[src/rtl/ckey_debounce.sv]
// Four-switch DIP debouncer: 2-flop synchronizer plus saturating stable-count per bit.
// Optional one-cycle change pulses on ckey_chg when CKEY_DEBOUNCE_CHG_EN is defined.

module ckey_debounce_lane #(
    parameter int   DEB_CNT = 500000,
    parameter logic RST_BIT = 1'b1
) (
    input  logic clk,
    input  logic rst,
    input  logic din,
    output logic dout,
    output logic chg
);
    localparam int CW = ($clog2(DEB_CNT) < 1) ? 1 : $clog2(DEB_CNT);
    localparam logic [CW-1:0] CNT_MAX = CW'(DEB_CNT - 1);

    logic          sync1, sync2;
    logic [CW-1:0] cnt;
    logic          fire;

    // Mismatch has now persisted for DEB_CNT consecutive compares.
    assign fire = (sync2 != dout) && (cnt == CNT_MAX);

    always_ff @(posedge clk) begin
        if (rst) begin
            sync1 <= RST_BIT;
            sync2 <= RST_BIT;
            dout  <= RST_BIT;
            cnt   <= '0;
        end else begin
            sync1 <= din;
            sync2 <= sync1;
            if (sync2 == dout) begin
                cnt <= '0;
            end else if (fire) begin
                dout <= sync2;
                cnt  <= '0;
            end else begin
                cnt <= cnt + 1'b1;
            end
        end
    end

`ifdef CKEY_DEBOUNCE_CHG_EN
    always_ff @(posedge clk) begin
        if (rst) chg <= 1'b0;
        else     chg <= fire;
    end
`else
    assign chg = 1'b0;
`endif

endmodule

module ckey_debounce #(
    parameter int         DEB_CNT = 500000,
    parameter logic [4:1] RST_VAL = 4'b1111
) (
    input  logic       clk,
    input  logic       rst,
    input  logic [4:1] ckey_in,
    output logic [4:1] ckey_out,
    output logic [4:1] ckey_chg
);
    for (genvar i = 1; i <= 4; i++) begin : g_lane
        ckey_debounce_lane #(
            .DEB_CNT (DEB_CNT),
            .RST_BIT (RST_VAL[i])
        ) u_lane (
            .clk  (clk),
            .rst  (rst),
            .din  (ckey_in[i]),
            .dout (ckey_out[i]),
            .chg  (ckey_chg[i])
        );
    end

endmodule
[config.mk]
export PLATFORM = sky130hd
export DESIGN_NAME = ckey_debounce
export DESIGN_NICKNAME = d
export VERILOG_FILES = /design/src/rtl/ckey_debounce.sv
export SDC_FILE = /design/constraint.sdc
export NUM_CORES = 1
export LEC_CHECK = 0
export BUFFER_PORTS_ARGS = -buffer_cell sky130_fd_sc_hd__buf_2
export CORE_MARGIN = 2
export CORE_UTILIZATION = 60
export DETAILED_ROUTE_END_ITERATION = 6
export GPL_ROUTABILITY_DRIVEN = 0
export PLACE_DENSITY_LB_ADDON = 0.12
export SETUP_SLACK_MARGIN = 0.4
export SYNTH_ARGS = -nofsm -noshare
export SYNTH_HDL_FRONTEND = slang
export SYNTH_HIERARCHICAL = 1
export SYNTH_SLANG_ARGS = --single-unit
[constraint.sdc]
create_clock -name clk -period 3.5 [get_ports clk]
set_clock_uncertainty 0.05 [all_clocks]
set_input_delay 0.175 -clock clk [delete_from_list [all_inputs] [get_ports clk]]
set_output_delay 0.175 -clock clk [all_outputs]
set_load 0.01 [all_outputs]
==> impl_results.md <==
- Crit path max fanout: 17
- Wire per inst: 12.5 µm
- Final net count: 486
- Ys flop type: dfxtp_1
- Die area: 0.00754 mm²
- Placed insts: 541
- RR Startpoint: g_lane[4].u_lane/cnt[11]
- Slew @ Worst Pin: 0.697 ns
- Internal power: 1.49 mW
- First-pass GRT wire length: 12.4 mm
- Max Clock Freq: 534 MHz
- Slowest cell on crit path: o21ai_2
- Hold WC Path Type: in -> reg
- Ys async rst share: 0%
- Cell taking the most area after synthesis: dfxtp_1
- Layout cells sized above 1: 14.3%
- Synth area leaders: dfxtp_1, xnor2_1, nor2_1, nand4_1, nor3_1
- Setup ws final: 1.63 ns
- RSZ-0062 raised after global routing: false
- Seq/Total Area, Yosys: 42.8%
- Vias per cell: 5.51
- DRC violations left: 0
- # diodes: 0
- Synth Area in Adders: 1.22%
- Post-synthesis simple-gate area fraction: 31.5%
- CP arrival: 2.04 ns
- Worst path required time: 3.67 ns
- Top-area cell type share of the netlist area: 42.8%
- Slowest stage delay, CP: 0.61 ns
- CTS root buffer: clkbuf_8
- Drt first-iter violations: 89
- R2R cell count: 4
- Reg-to-reg slack, setup: 1.63 ns
- Initial DRT Pass Iterations: 4
- Post-Place Worst Slack: 1.63 ns
- H-tree depth: 3
- P_leak: 1.40 nW
- Gr ovfl total: 0
- Final Util: 66.5%
- Mux contribution to synthesized area: 0%
- Synthesis Warnings: 6
- Hold path depth: 3
- CTS tree: built
- Distinct cells, synth: 30
- Die Y: 86.8 µm
- Post-Syn Area per Cell: 8.94 µm²
- P_sw: 0.379 mW
- CTS Buf Count: 9
- Die width: 86.8 µm
- Power Density: 419 mW/mm²
- Post-synth EDFFs: 0
- MaxCap Viol Count: 0
- CP bufs+invs: 0
- Max-slew violations: 0
- Reg2reg end: g_lane[4].u_lane/cnt[3]
- Vias in the first global route: 2838
- Fillers: 524
- Sw Share: 20.3%
- Mapped Cells: 460
- Setup Fix Bufs, Post-CTS: 0
- Total number of vias: 3092
- Post-Syn Area: 0.00411 mm²
- Reg clk slew, reported paths: 0.09 ns
- Post-synthesis xor/xnor area fraction: 11.9%
- Max_slew headroom: 53.5%
- Hold slack: 0.225 ns
- Largest family of logic cells by synthesized area: simple AND/OR/NAND/NOR gates
- Syn Nets: 470
- Hold_buf cts: 4
- Initial antenna violation count: 0
- Peak supply drop: 0.282 mV
- Seq pwr share: 54.0%
- Fin cells: 561
- Initial Util: 61.2%
- Outcome: finished clean
- Row count: 30
- Critical Setup Path Class: reg -> reg
- Post-synthesis compound-gate area fraction: 7.42%
- Synthesis-to-layout area growth: 8.61%
- Cell family with most CP delay: simple AND/OR/NAND/NOR gates
- Tot GR Track Use: 20.4%
- Comb pwr share: 1.5%
- Final setup violation count: 0
- Clk buf depth: 2
- Top Ports: 14
- Hold path startpoint: rst
- Crit path launch type: flip-flop
- FF+latch count, synth: 88
- Clk pwr share: 44.6%
- Post-CTS sizing: 0
- Clk sink count: 88
- DP HPWL: 4.79 mm
- Fin crit period: 1.87 ns
- Setup crit end kind: flip-flop
- Largest net degree at the start of global routing: 25
- Worst path cell trace: nor4_1, nand4_1, o21ai_2, nor2_1
- Port Buffer Count: 9
- Final setup TNS: 0 ns
- Worst skew pair latency: 0.36 ns
- Core area: 0.00672 mm²
- Routed WL: 7.01 mm
- Final period utilization: 53.5%
- Hold Vio Cnt, Final: 0
- Hold EP: g_lane[2].u_lane/dout
- Post-route ant nets: 0
[how the worst max path moves through the flow]
stage	to	cells past startpoint	slack, ns	startpoint
after floorplan	g_lane[1].u_lane/cnt[18]	5	1.94	g_lane[1].u_lane/cnt[0]
after CTS	g_lane[4].u_lane/cnt[3]	4	1.61	g_lane[4].u_lane/cnt[11]
after global placement	g_lane[2].u_lane/cnt[2]	4	1.69	g_lane[2].u_lane/cnt[0]
after global routing	g_lane[2].u_lane/cnt[14]	4	1.44	g_lane[2].u_lane/cnt[11]
final	g_lane[4].u_lane/cnt[3]	4	1.63	g_lane[4].u_lane/cnt[11]
after detailed placement	g_lane[3].u_lane/cnt[6]	4	1.63	g_lane[3].u_lane/cnt[0]
[per-layer routing]
| metal | part of all wire (%) | track usage [%] | vias to the layer above | wire [µm] |
|---|---|---|---|---|
| met5 | 0 | 0 | - | 0 |
| met4 | 2.0 | 8.95 | 0 | 137 |
| met3 | 2.6 | 4.00 | 13 | 179 |
| met2 | 46 | 33.2 | 45 | 3220 |
| met1 | 49 | 26.2 | 1415 | 3470 |
| li1 | - | - | 1619 | - |
[flip-flops by register name (all words and copies together), names as in the netlist]
name,count
g_lane.u_lane/cnt,76
g_lane.u_lane/sync1,4
g_lane.u_lane/sync2,4
g_lane.u_lane/dout,4
[Yosys cell counts (8+ instances only)]
library cell / n
a21oi_1: 20
a31o_2: 8
nand4_1: 20
nor2_1: 72
nand3_1: 20
xor2_1: 12
o21ai_0: 8
nand2_1: 24
inv_1: 32
xnor2_1: 44
dfxtp_1: 88
nor4_1: 12
or2_2: 8
nor3_1: 24
and3_1: 8
[cells in the final DEF (no fill, tap or decap), drive strengths merged, types with 8 or more instances in the layout]
cell and instances:
buf 9, nand2 24, and3 8, nand3 24
nand4 24, clkbuf 9, nor3 28, inv 32
dfxtp 88, or2 8, xnor2 44, nor4 20
nor2 72, a31o 8, o21ai 12, xor2 12
a21oi 20
[layout make-up]
type	count	area (µm²)	share of cell area, %
multi-input combinational	332	2160	48.3
sequential	88	1760	39.4
clock buffer	9	124	2.77
clock inverter	7	120	2.69
inverter	32	120	2.69
tap	80	100	2.24
timing repair buffer	13	85.1	1.90
[through the flow]
stage,cell area [µm²],power [mW]
3_3_place_gp,4180,1.06
6_report,4470,1.87
4_1_cts,4470,1.90
3_5_place_dp,4180,1.06
2_1_floorplan,4110,1.05
5_1_grt,4470,1.95
[power groups by stage]
stage	clock, mW	combinational (mW)	sequential, mW
2_1_floorplan	0	0.0207	1.03
3_3_place_gp	0	0.0238	1.03
3_5_place_dp	0	0.0242	1.03
4_1_cts	0.861	0.0276	1.01
5_1_grt	0.904	0.0317	1.01
6_report	0.833	0.0275	1.01
[cell families (layout without fill, tap and decap cells)]
| logic type | after synthesis | count (layout) |
|---|---|---|
| buf+inv | 40 | 61 |
| fa+ha+maj | 4 | 4 |
| flops | 88 | 88 |
| compound gates | 48 | 48 |
| other cells | 4 | 4 |
| simple gates | 220 | 220 |
| xor+xnor | 56 | 56 |
[tightest hold or removal path, stage by stage]
cell	delay, ns
buf_2	0.23
inv_1	0.09
o211ai_1	0.08
Note: power is estimated with default switching activity, not from simulation.
